`src/rtl/usb2_phy_pkg.sv`:
```
`default_nettype none
// +----------------------------------------------------------------------------+
// | Package : usb2_phy_pkg                                                     |
// | Brief   : Shared types and default timing for the USB 2.0 PHY reset and   |
// |           chirp logic (host side): FSM state encoding, pad/status bundle, |
// |           48 MHz default counts and the state-to-output decode.           |
// | Rev     : 1.0  initial release                                             |
// +----------------------------------------------------------------------------+

`ifndef USB2_TIMER_WIDTH
`define USB2_TIMER_WIDTH 24
`endif

package usb2_phy_pkg;

  localparam int c_timer_width = `USB2_TIMER_WIDTH;

  // Default counts for a 48 MHz clock.
  localparam int c_attach_db_clks = 4800000;  // 100 ms
  localparam int c_reset_len_clks = 480000;   // 10 ms
  localparam int c_dev_k_det_clks = 120;      // 2.5 us
  localparam int c_kj_len_clks    = 2400;     // 50 us
  localparam int c_min_kj_pairs   = 3;

  typedef enum logic [3:0] {
    ST_IDLE      = 4'h0,
    ST_ATTACH_DB = 4'h1,
    ST_RESET_SE0 = 4'h2,
    ST_DEV_K_END = 4'h3,
    ST_HOST_K    = 4'h4,
    ST_HOST_J    = 4'h5,
    ST_HS_DONE   = 4'h6,
    ST_FS_DONE   = 4'h7
  } host_chirp_state_t;

  typedef struct packed {
    logic dp_drive;
    logic dn_drive;
    logic dp_oe;
    logic dn_oe;
    logic reset_active;
    logic reset_done;
    logic hs_mode;
    logic fs_mode;
  } host_pad_out_t;

  // Moore decode of the pad controls and status flags for a given state.
  function automatic host_pad_out_t host_chirp_outputs(input host_chirp_state_t st);
    host_pad_out_t o;
    o = '0;
    case (st)
      ST_RESET_SE0: begin
        o.dp_oe = 1'b1; o.dn_oe = 1'b1; o.reset_active = 1'b1;
      end
      ST_DEV_K_END: o.reset_active = 1'b1;
      ST_HOST_K: begin
        o.dp_oe = 1'b1; o.dn_oe = 1'b1; o.dn_drive = 1'b1; o.reset_active = 1'b1;
      end
      ST_HOST_J: begin
        o.dp_oe = 1'b1; o.dn_oe = 1'b1; o.dp_drive = 1'b1; o.reset_active = 1'b1;
      end
      ST_HS_DONE: begin
        o.hs_mode = 1'b1; o.reset_done = 1'b1;
      end
      ST_FS_DONE: begin
        o.fs_mode = 1'b1; o.reset_done = 1'b1;
      end
      default: o = '0;
    endcase
    return o;
  endfunction

  // States during which the total bus-reset time accumulates.
  function automatic logic in_reset_window(input host_chirp_state_t st);
    return (st == ST_RESET_SE0) || (st == ST_DEV_K_END) ||
           (st == ST_HOST_K)    || (st == ST_HOST_J);
  endfunction

endpackage

`default_nettype wire

```
`src/rtl/usb2_host_reset_chirp_if.sv`:
```
`default_nettype none
// +----------------------------------------------------------------------------+
// | Interface : usb2_host_reset_chirp_if                                       |
// | Brief     : Port-control, line-state and pad-control bundle of the host   |
// |             reset/chirp block.                                            |
// |   master : the reset/chirp controller (reads line state, drives pads)     |
// |   slave  : the port/line side (drives line state, reads pads/status)      |
// |   i_port_en, i_hs_enable      port control                                |
// |   i_se0, i_j_state, i_k_state synchronised line state                     |
// |   o_dp/dn_drive, o_dp/dn_oe   pad controls                                |
// |   o_reset_active/done, o_hs_mode, o_fs_mode, o_kj_pairs, o_state status   |
// | Rev       : 1.0  initial release                                           |
// +----------------------------------------------------------------------------+

interface usb2_host_reset_chirp_if;
  logic       i_port_en;
  logic       i_hs_enable;
  logic       i_se0;
  logic       i_j_state;
  logic       i_k_state;
  logic       o_dp_drive;
  logic       o_dn_drive;
  logic       o_dp_oe;
  logic       o_dn_oe;
  logic       o_reset_active;
  logic       o_reset_done;
  logic       o_hs_mode;
  logic       o_fs_mode;
  logic [3:0] o_kj_pairs;
  logic [3:0] o_state;

  modport master (
    input  i_port_en, i_hs_enable, i_se0, i_j_state, i_k_state,
    output o_dp_drive, o_dn_drive, o_dp_oe, o_dn_oe,
           o_reset_active, o_reset_done, o_hs_mode, o_fs_mode,
           o_kj_pairs, o_state
  );

  modport slave (
    output i_port_en, i_hs_enable, i_se0, i_j_state, i_k_state,
    input  o_dp_drive, o_dn_drive, o_dp_oe, o_dn_oe,
           o_reset_active, o_reset_done, o_hs_mode, o_fs_mode,
           o_kj_pairs, o_state
  );
endinterface

`default_nettype wire

```
`src/rtl/usb2_sat_timer.sv`:
```
`default_nettype none
// +----------------------------------------------------------------------------+
// | Module : usb2_sat_timer                                                    |
// | Brief  : Free-running up-counter that saturates at all-ones.              |
// |   i_clk, i_rst_n : clock, asynchronous active-low reset                   |
// |   i_clear        : synchronous clear (wins over i_enable)                 |
// |   i_enable       : count enable                                            |
// |   o_count        : current count                                           |
// | Rev    : 1.0  initial release                                              |
// +----------------------------------------------------------------------------+

module usb2_sat_timer #(
  parameter int WIDTH = `USB2_TIMER_WIDTH
) (
  input  wire logic             i_clk,
  input  wire logic             i_rst_n,
  input  wire logic             i_clear,
  input  wire logic             i_enable,
  output logic      [WIDTH-1:0] o_count
);

  localparam logic [WIDTH-1:0] c_one = WIDTH'(1);

  logic [WIDTH-1:0] r_count;

  always_ff @(posedge i_clk or negedge i_rst_n) begin
    if (!i_rst_n) begin
      r_count <= '0;
    end else if (i_clear) begin
      r_count <= '0;
    end else if (i_enable && (r_count != '1)) begin
      r_count <= r_count + c_one;
    end
  end

  assign o_count = r_count;

endmodule

`default_nettype wire

```
`src/rtl/usb2_host_reset_chirp.sv`:
```
`default_nettype none
// +----------------------------------------------------------------------------+
// | Module : usb2_host_reset_chirp                                             |
// | Brief  : Downstream-port side of USB 2.0 bus reset and HS handshake.      |
// |          Debounces attach, drives SE0, qualifies the device Chirp K,     |
// |          answers with host K/J chirps and ends in HS or FS mode.         |
// |   i_clk, i_rst_n : 48 MHz clock, asynchronous active-low reset            |
// |   port_if        : control/line-state/pad bundle (master modport)         |
// | Rev    : 1.0  initial release                                              |
// +----------------------------------------------------------------------------+

module usb2_host_reset_chirp
  import usb2_phy_pkg::*;
#(
  parameter int P_ATTACH_DB = c_attach_db_clks,
  parameter int P_RESET_LEN = c_reset_len_clks,
  parameter int P_DEV_K_DET = c_dev_k_det_clks,
  parameter int P_KJ_LEN    = c_kj_len_clks,
  parameter int P_MIN_PAIRS = c_min_kj_pairs
) (
  input wire logic              i_clk,
  input wire logic              i_rst_n,
  usb2_host_reset_chirp_if.master port_if
);

  localparam int TW = c_timer_width;

  localparam logic [TW-1:0] c_adb_last  = TW'(P_ATTACH_DB - 1);
  localparam logic [TW-1:0] c_rst_last  = TW'(P_RESET_LEN - 1);
  localparam logic [TW-1:0] c_kdet_last = TW'(P_DEV_K_DET - 1);
  localparam logic [TW-1:0] c_kj_last   = TW'(P_KJ_LEN - 1);
  localparam logic [TW-1:0] c_one       = TW'(1);
  localparam logic [3:0]    c_min_pairs = 4'(P_MIN_PAIRS);

  host_chirp_state_t r_state;
  host_chirp_state_t w_state_nxt;
  host_pad_out_t     r_pads;
  logic [3:0]        r_kj_pairs;
  logic [TW-1:0]     r_k_run;
  logic [TW-1:0]     w_phase;
  logic [TW-1:0]     w_rst;

  // Line-state decode with se0 > k > j priority.
  logic w_se0, w_k, w_j;
  assign w_se0 = port_if.i_se0;
  assign w_k   = port_if.i_k_state & ~port_if.i_se0;
  assign w_j   = port_if.i_j_state & ~port_if.i_se0 & ~port_if.i_k_state;

  logic       w_pair_end;
  logic [3:0] w_pairs_inc;
  assign w_pair_end  = (r_state == ST_HOST_J) && (w_phase == c_kj_last);
  assign w_pairs_inc = (r_kj_pairs == 4'hF) ? 4'hF : r_kj_pairs + 4'd1;

  // phase_tmr restarts whenever the state is about to change, so it always
  // reads "clocks spent in the current state".
  usb2_sat_timer #(.WIDTH(TW)) u_phase_tmr (
    .i_clk    (i_clk),
    .i_rst_n  (i_rst_n),
    .i_clear  (w_state_nxt != r_state),
    .i_enable (1'b1),
    .o_count  (w_phase)
  );

  // rst_tmr measures total time since SE0 started, across the chirp states.
  usb2_sat_timer #(.WIDTH(TW)) u_rst_tmr (
    .i_clk    (i_clk),
    .i_rst_n  (i_rst_n),
    .i_clear  (!in_reset_window(r_state)),
    .i_enable (1'b1),
    .o_count  (w_rst)
  );

  always_comb begin
    w_state_nxt = r_state;
    if (!port_if.i_port_en) begin
      w_state_nxt = ST_IDLE;
    end else begin
      case (r_state)
        ST_IDLE:
          if (w_j) w_state_nxt = ST_ATTACH_DB;
        ST_ATTACH_DB:
          if (!w_j)                      w_state_nxt = ST_IDLE;
          else if (w_phase == c_adb_last) w_state_nxt = ST_RESET_SE0;
        ST_RESET_SE0:
          // The current K clock completes the run: k_run holds the previous
          // consecutive count, so a run of exactly P_DEV_K_DET qualifies.
          if (port_if.i_hs_enable && w_k && (r_k_run == c_kdet_last))
            w_state_nxt = ST_DEV_K_END;
          else if (w_rst == c_rst_last)
            w_state_nxt = ST_FS_DONE;
        ST_DEV_K_END:
          if (w_se0)                   w_state_nxt = ST_HOST_K;
          else if (w_rst >= c_rst_last) w_state_nxt = ST_FS_DONE;
        ST_HOST_K:
          if (w_phase == c_kj_last) w_state_nxt = ST_HOST_J;
        ST_HOST_J:
          if (w_pair_end) begin
            if ((w_rst >= c_rst_last) && (w_pairs_inc >= c_min_pairs))
              w_state_nxt = ST_HS_DONE;
            else
              w_state_nxt = ST_HOST_K;
          end
        ST_HS_DONE: w_state_nxt = ST_HS_DONE;
        ST_FS_DONE: w_state_nxt = ST_FS_DONE;
        default:    w_state_nxt = ST_IDLE;
      endcase
    end
  end

  // Pads and status are decoded from the present state and registered, so
  // they follow a state change by one clock.
  always_ff @(posedge i_clk or negedge i_rst_n) begin
    if (!i_rst_n) begin
      r_state    <= ST_IDLE;
      r_pads     <= '0;
      r_kj_pairs <= '0;
      r_k_run    <= '0;
    end else begin
      r_state <= w_state_nxt;
      r_pads  <= host_chirp_outputs(r_state);

      if (r_state == ST_IDLE)
        r_kj_pairs <= '0;
      else if (w_pair_end && port_if.i_port_en)
        r_kj_pairs <= w_pairs_inc;

      if ((r_state == ST_RESET_SE0) && w_k) begin
        if (r_k_run != '1) r_k_run <= r_k_run + c_one;
      end else begin
        r_k_run <= '0;
      end
    end
  end

  assign port_if.o_dp_drive     = r_pads.dp_drive;
  assign port_if.o_dn_drive     = r_pads.dn_drive;
  assign port_if.o_dp_oe        = r_pads.dp_oe;
  assign port_if.o_dn_oe        = r_pads.dn_oe;
  assign port_if.o_reset_active = r_pads.reset_active;
  assign port_if.o_reset_done   = r_pads.reset_done;
  assign port_if.o_hs_mode      = r_pads.hs_mode;
  assign port_if.o_fs_mode      = r_pads.fs_mode;
  assign port_if.o_kj_pairs     = r_kj_pairs;
  assign port_if.o_state        = r_state;

endmodule

`default_nettype wire

```
`src/flat_wrapper.sv`:
```
// flat-port wrapper written by rule: the top's interface ports become plain ports
module usb2_host_reset_chirp_flat import usb2_phy_pkg::*;
#(
  parameter int P_ATTACH_DB = c_attach_db_clks,
  parameter int P_RESET_LEN = c_reset_len_clks,
  parameter int P_DEV_K_DET = c_dev_k_det_clks,
  parameter int P_KJ_LEN    = c_kj_len_clks,
  parameter int P_MIN_PAIRS = c_min_kj_pairs
)
  (i_clk, i_rst_n, port_if_i_port_en, port_if_i_hs_enable, port_if_i_se0, port_if_i_j_state, port_if_i_k_state, port_if_o_dp_drive, port_if_o_dn_drive, port_if_o_dp_oe, port_if_o_dn_oe, port_if_o_reset_active, port_if_o_reset_done, port_if_o_hs_mode, port_if_o_fs_mode, port_if_o_kj_pairs, port_if_o_state);
  usb2_host_reset_chirp_if port_if_i ();
  input wire logic i_clk;
  input wire logic i_rst_n;
  input wire logic [$bits(port_if_i.i_port_en)-1:0] port_if_i_port_en;
  input wire logic [$bits(port_if_i.i_hs_enable)-1:0] port_if_i_hs_enable;
  input wire logic [$bits(port_if_i.i_se0)-1:0] port_if_i_se0;
  input wire logic [$bits(port_if_i.i_j_state)-1:0] port_if_i_j_state;
  input wire logic [$bits(port_if_i.i_k_state)-1:0] port_if_i_k_state;
  output wire logic [$bits(port_if_i.o_dp_drive)-1:0] port_if_o_dp_drive;
  output wire logic [$bits(port_if_i.o_dn_drive)-1:0] port_if_o_dn_drive;
  output wire logic [$bits(port_if_i.o_dp_oe)-1:0] port_if_o_dp_oe;
  output wire logic [$bits(port_if_i.o_dn_oe)-1:0] port_if_o_dn_oe;
  output wire logic [$bits(port_if_i.o_reset_active)-1:0] port_if_o_reset_active;
  output wire logic [$bits(port_if_i.o_reset_done)-1:0] port_if_o_reset_done;
  output wire logic [$bits(port_if_i.o_hs_mode)-1:0] port_if_o_hs_mode;
  output wire logic [$bits(port_if_i.o_fs_mode)-1:0] port_if_o_fs_mode;
  output wire logic [$bits(port_if_i.o_kj_pairs)-1:0] port_if_o_kj_pairs;
  output wire logic [$bits(port_if_i.o_state)-1:0] port_if_o_state;
  assign port_if_i.i_port_en = port_if_i_port_en;
  assign port_if_i.i_hs_enable = port_if_i_hs_enable;
  assign port_if_i.i_se0 = port_if_i_se0;
  assign port_if_i.i_j_state = port_if_i_j_state;
  assign port_if_i.i_k_state = port_if_i_k_state;
  assign port_if_o_dp_drive = port_if_i.o_dp_drive;
  assign port_if_o_dn_drive = port_if_i.o_dn_drive;
  assign port_if_o_dp_oe = port_if_i.o_dp_oe;
  assign port_if_o_dn_oe = port_if_i.o_dn_oe;
  assign port_if_o_reset_active = port_if_i.o_reset_active;
  assign port_if_o_reset_done = port_if_i.o_reset_done;
  assign port_if_o_hs_mode = port_if_i.o_hs_mode;
  assign port_if_o_fs_mode = port_if_i.o_fs_mode;
  assign port_if_o_kj_pairs = port_if_i.o_kj_pairs;
  assign port_if_o_state = port_if_i.o_state;
  usb2_host_reset_chirp #(.P_ATTACH_DB(P_ATTACH_DB), .P_RESET_LEN(P_RESET_LEN), .P_DEV_K_DET(P_DEV_K_DET), .P_KJ_LEN(P_KJ_LEN), .P_MIN_PAIRS(P_MIN_PAIRS)) u_core (.i_clk(i_clk), .i_rst_n(i_rst_n), .port_if(port_if_i));
endmodule
```
`config.mk`:
```
export PLATFORM = sky130hd
export DESIGN_NAME = usb2_host_reset_chirp_flat
export DESIGN_NICKNAME = d
export VERILOG_FILES = /design/src/rtl/usb2_phy_pkg.sv /design/src/rtl/usb2_host_reset_chirp_if.sv /design/src/rtl/usb2_sat_timer.sv /design/src/rtl/usb2_host_reset_chirp.sv /design/src/flat_wrapper.sv
export SDC_FILE = /design/constraint.sdc
export NUM_CORES = 1
export LEC_CHECK = 0
export CORE_MARGIN = 10
export CORE_UTILIZATION = 39
export CTS_CLUSTER_DIAMETER = 100
export DETAILED_ROUTE_END_ITERATION = 7
export REMOVE_ABC_BUFFERS = 1
export SETUP_SLACK_MARGIN = 0.15
export SYNTH_ARGS = -nofsm -noshare
export SYNTH_HDL_FRONTEND = slang
export SYNTH_HIERARCHICAL = 1
export SYNTH_SLANG_ARGS = --single-unit
```
`constraint.sdc`:
```
create_clock -name i_clk -period 2.75 [get_ports i_clk]
set_input_delay 0.55 -clock i_clk [delete_from_list [all_inputs] [get_ports i_clk]]
set_output_delay 0.55 -clock i_clk [all_outputs]
set_load 0.02 [all_outputs]
```
Word level (Yosys, flattened, before mapping)
Cells that the tools add are included.

$lt $le $gt $ge: 2. Equality and inequality tests: 18. Reduce and logical (&&, ||, !) cells: 15. Muxes and demuxes: 28. Bitwise gates (word level): 5. $add $sub $neg: 4.

Operators by type and width (number): $mux 24 (6); $add 24x1->24 const B (3); $ne 24x24->1 const B (3); $mux 4 (13); $pmux 4 s8 (1); $eq 24x12->1 const B (1); $eq 24x19->1 const B (1); $eq 24x23->1 const B (1); $eq 24x7->1 const B (1); $ge 24x19->1 const B (1); $eq 4x3->1 const B (4); $eq 4x2->1 const B (2); $logic_and 1x1->1 (6); $mux 1 (6); $add 4x1->4 const B (1); $eq 4x1->1 const B (1); $eq 4x4->1 const B (1); $ge 4x2->1 const B (1); $logic_not 4->1 (1); $mux 2 (2); $ne 2x2->1 const B (2); $ne 4x4->1 (1); $reduce_bool 2->1 (2); $reduce_or 4->1 (1); 5 further kinds (10).

Output and inout bits: 16. Register bits after elaboration: 88. Word-level logic and storage cells: 85. Input bits: 7.

Logic depth before layout (Yosys ltp)
Gate-level depths: netlist (run 1).

Word-level depth: 10. Mapped depth: 12. Gate-level depth less buffers: 9.

Cells and area by module
Netlist (run 1), hierarchy kept.

By module, submodules not included: usb2_sat_timer (sequential area each 600.6 um2, cells each 146, area each 1357.6 um2, times used 2); usb2_host_reset_chirp (sequential area each 975.9 um2, cells each 268, area each 2356.0 um2, times used 1).

Least setup slack after synthesis (run 1)
OpenSTA, ideal clock, no wires.

Kind: reg-to-reg. Start: reg u_core.r_state[1] (netlist: u_core/port_if.o_state[1]). End: reg u_core.u_phase_tmr.r_count[0] (netlist: u_core/u_phase_tmr/o_count[0]). Buffers on the path: 5. Arrival: 2.740 ns. Period minus slack after synthesis: 2.872 ns. Cell stages (with the launch flop): 12. Setup slack: -0.122 ns. Library setup time: 0.132 ns. Data required time: 2.618 ns. Path through: dfrtp_1 -> clkbuf_1 -> nor2b_1 -> clkbuf_1 -> nand2_1 -> nor4_1 -> o31ai_1 -> nand4b_1 -> clkbuf_1 -> clkbuf_1 -> clkbuf_1 -> nor2_1.

Cells in the longest elaborated chain, start to end: 7. Elaborated cells on any way between the ends: 23. Classes of those cells: eq/ne: 8; mux: 12; reduce/logical: 3.

RTL lines: start, declared (RTL line usb2_host_reset_chirp.sv:35) `host_chirp_state_t r_state;`; start signal, assigned (RTL line usb2_host_reset_chirp.sv:119) `r_state <= w_state_nxt;`; $eq 4x3->1 (RTL line usb2_host_reset_chirp.sv:51, usb2_host_reset_chirp.sv:78); $logic_and 1x1->1 (RTL line usb2_host_reset_chirp.sv:51) `assign w_pair_end = (r_state == ST_HOST_J) && (w_phase == c_kj_last);`; $mux 4 (RTL line usb2_host_reset_chirp.sv:97) `if (w_pair_end) begin`; $pmux 4 s8 (RTL line usb2_host_reset_chirp.sv:78) `case (r_state)`; $mux 4 (RTL line usb2_host_reset_chirp.sv:75) `if (!port_if.i_port_en) begin`; $ne 4x4->1 (*) (RTL line usb2_host_reset_chirp.sv:59) `.i_clear (w_state_nxt != r_state),`; $mux 24 / $reduce_bool 2->1 (equally long branches); end signal, assigned (RTL line usb2_sat_timer.sv:32) `r_count <= r_count + c_one;`; end, declared (RTL line usb2_sat_timer.sv:24) `logic [WIDTH-1:0] r_count;`.

Mark *: on every way between the ends. The rest lies on a longest branch, timed or not. A chain may end at the register's enable or synchronous reset.

Final worst setup path (run 1)
Start: reg u_core.u_phase_tmr.r_count[21] (netlist: u_core/u_phase_tmr/o_count[21]). End: reg u_core.u_phase_tmr.r_count[2] (netlist: u_core/u_phase_tmr/o_count[2]).

Cells in the longest elaborated chain, start to end: 7. Elaborated cells on any way between the ends: 13. Classes of those cells: eq/ne: 4; mux: 7; reduce/logical: 2.

RTL lines (RTL line): $eq 24x23->1 / $eq 24x12->1 (equally long branches) (usb2_host_reset_chirp.sv:83, usb2_host_reset_chirp.sv:51, usb2_host_reset_chirp.sv:95); $mux 4 / $logic_and 1x1->1 (equally long branches) (usb2_host_reset_chirp.sv:83, usb2_host_reset_chirp.sv:51); $mux 4, on equally long branches (usb2_host_reset_chirp.sv:82, usb2_host_reset_chirp.sv:97); $pmux 4 s8 (usb2_host_reset_chirp.sv:78); $mux 4 (usb2_host_reset_chirp.sv:75); $ne 4x4->1 (usb2_host_reset_chirp.sv:59); $mux 24 / $reduce_bool 2->1 (equally long branches).

Several ways; a longest one is shown, not always the timed one.

==> results.ini, run 1 <==
[worst_setup_path]
cp.required_ns=2.98
path_buf_inv=2
max_stage_delay_ns=0.56
crit_path_start_kind=flip-flop
cp_max_fo=9
path_cells=or4_4 -> nor4_4 -> and3_1 -> a21o_1 -> o31ai_4 -> nand4b_1 -> buf_4 -> buf_12 -> nor2b_1 -> mux2_4
crit_family=simple AND/OR/NAND/NOR gates
cpMaxStageDelayCell=or4_4
arrival_ns=2.78
cp-end-kind=flip-flop
critPathKind=reg -> reg

[synth]
yosysWarnings=6
ys_ff_latch=87
yosysSeqAreaShare_pct=42.9
synth_top_area_share_pct=42.9
syn_area_um2=5070
synth_cell_types=52
synth_edf_count=0
synth_ff_type=dfrtp_1
syn_area_per_cell_um2=9.06
async_reset_ff_share_pct=100
syn_inst=560
synth_top_cell_by_area=dfrtp_1
synth_area_leaders=dfrtp_1, nor2_1, a21oi_1, nand2_1, nand4_1

[status]
status=finished, final reports clean

[grt]
grt_pass1_wl_mm=20.9
grt_pass1_vias=4195
gr-total-overflow=0
grt_util_all_layers_pct=13.9
antenna_found_initial=0
grt_max_degree=53

[timing]
drv_slew=0
fin_crit_sh_pct=92.9
min_period_ns=2.56
rsz0062_at_grt=true
fmaxAchievable_mhz=391
maxSlewHeadroom_pct=53.7
fin_skew_ns=0.00768
worst_pin_slew_ns=0.695
setup_viol=0
finalHoldViolCount=0

[finish]
final_cell_mix=dfrtp_1, nor2_1, nand2_1
final_common_cell=dfrtp_1
syn2layout_area_growth_pct=20.6
drive_above_1_share_pct=15.3
final_nets=621
diodes=0
post-route-cell-area_um2=6110

[detailed_routing]
post_drt_via_cell_ratio=5.67
ant_nets=0
vias=4463
wirelength_mm=12.3
first_pass_iters=5
post_drt_wl_per_cell_um=15.6
drtIter0Drc=378
drc=0

[power]
swShare_pct=22.3
comb_power_share_pct=4.5
switchingPower_uw=589
pwr-share-seq_pct=48.7
ir_drop_mv=0.197
clockPowerShare_pct=46.7
internal_power_mw=2.06
powerDensity_nw_per_um2=433
total_power_mw=2.65
power_leakage_nw=2.36

[clock_tree]
cts.clk_slew.worst_paths_ns=0.07
clock-root-buffer=clkbuf_16
hold_buffers=0
htree_levels=3
clockBufferDepth=2
cts_tree=built
clock-sinks=87
numCtsBuffers=9
clock_latency_ns=0.35

[min_path]
hold_class=in -> async

[floorplanning]
coreArea_um2=12700
dieArea_um2=18000
die_h_um=134
initial_utilization_pct=40.0
fp-row-count=41
die_x_um=134
io_pins=23

[placed_design]
port_buffers=22
dp_hpwl_mm=8.56
gp_congestion=0.846
place_area_um2=5670

[run]
drv_cap=0

[synth_stat cells (10+ instances only)]
cell type / n
a21oi_1: 44
and3_1: 15
clkbuf_1: 14
dfrtp_1: 87
nand2_1: 51
nand3_1: 27
nand4_1: 26
nor2_1: 59
nor2b_1: 14
nor4_1: 12
o21ai_0: 28
o31ai_1: 13
or3_1: 20
or4_1: 16
xnor2_1: 10
xor2_1: 17
[power groups by stage]
stage | clock network, mW | registers, mW | logic (mW)
floorplan | 0 | 1.31 | 0.0360
global placement | 0 | 1.31 | 0.108
detailed placement | 0 | 1.31 | 0.110
CTS | 1.28 | 1.29 | 0.111
global route | 1.33 | 1.29 | 0.133
finish | 1.24 | 1.29 | 0.120
[cell type report]
class | instances | area, um2
Timing Repair Buffer | 58 | 547
Clock inverter | 5 | 57.6
Multi-Input combinational cell | 448 | 2850
Clock buffer | 11 | 243
Inverter | 6 | 22.5
Tap cell | 172 | 215
Fill cell | 1236 | 6560
Sequential cell | 87 | 2180
[routing by layer]
metal  vias up  global-route usage, %  share of wire [%]
met3        15                   3.02                4.9
met2        95                   20.6                 45
met1      2195                   19.2                 49
li1       2158                      -                  -
met5         -                      0                  0
met4         0                   5.62                1.7
[final timing paths]
path                                                                  from                                        end  slack (ns)  cells after the start
worst max-delay path            u_core/u_phase_tmr/o_count[21]$_DFFE_PN0P_  u_core/u_phase_tmr/o_count[2]$_DFFE_PN0P_        0.19                     10
worst min-delay path                                               i_rst_n             u_core/r_k_run[21]$_DFFE_PN0P_        0.24                      1
worst max register to register  u_core/u_phase_tmr/o_count[21]$_DFFE_PN0P_  u_core/u_phase_tmr/o_count[2]$_DFFE_PN0P_        0.19                     10
worst min register to register               u_core/r_k_run[6]$_DFFE_PN0P_              u_core/r_k_run[6]$_DFFE_PN0P_        0.56                      2
max in group asynchronous                                          i_rst_n    u_core/u_rst_tmr/o_count[1]$_DFFE_PN0P_        1.86                      2
min in group i_clk                           u_core/r_k_run[6]$_DFFE_PN0P_              u_core/r_k_run[6]$_DFFE_PN0P_        0.56                      2
[flip-flops by register name, indices dropped and copies added, names as in the netlist]
signal,flops
u_core/r_k_run,24
u_core/u_phase_tmr/o_count,24
u_core/u_rst_tmr/o_count,24
u_core/port_if.o_kj_pairs,4
u_core/port_if.o_state,4
u_core/port_if.o_dn_drive,1
u_core/port_if.o_dn_oe,1
u_core/port_if.o_dp_drive,1
u_core/port_if.o_fs_mode,1
u_core/port_if.o_hs_mode,1
u_core/port_if.o_reset_active,1
u_core/port_if.o_reset_done,1
[stage by stage]
stage	worst slack [ns]	TNS [ns]	hold slack, ns	utilization, %	cells
floorplan	-0.295	-0.295	0.254	-	541
global placement	-0.0706	-0.321	0.528	44.8	767
detailed placement	-0.135	-0.502	0.542	44.8	767
CTS	0.184	0	0.267	47.3	783
global route	0.0768	0	0.292	48.2	787
finish	0.195	0	0.235	48.2	787
[kinds of logic (layout without fill, tap and decap cells)]
group | count (synthesis) | in the layout | synth area share [%]
adder cells (fa/ha/maj) | 4 | 4 | 0.987
XOR/XNOR | 27 | 27 | 4.66
buffers and inverters | 30 | 80 | 2.99
AO/OA/AOI/OAI | 101 | 101 | 12.1
AND/OR/NAND/NOR | 296 | 296 | 33.1
flip-flops | 87 | 87 | 42.9
other | 2 | 7 | 0.148
multiplexers | 13 | 13 | 3.06
[timing repair]
action | 4_1_cts | 5_1_grt
pin swaps | 3 | 8
resized for setup | 4 | 17
setup endpoints to repair | 14 | 17
setup buffers | 0 | 3
gates cloned | 0 | 1
(Power assumes the default switching activity.)
==> run 2: changes to the inputs <==
==> constraint.sdc (replaced) <==
create_clock -name i_clk -period 2.75 [get_ports i_clk]
set_input_delay 0.55 -clock i_clk [delete_from_list [all_inputs] [get_ports i_clk]]
set_output_delay 0.55 -clock i_clk [all_outputs]
set_load 0.005 [all_outputs]
==> results of run 2 <==
Same layout as run 1 (identical final DEF). Status: finished, final reports clean.
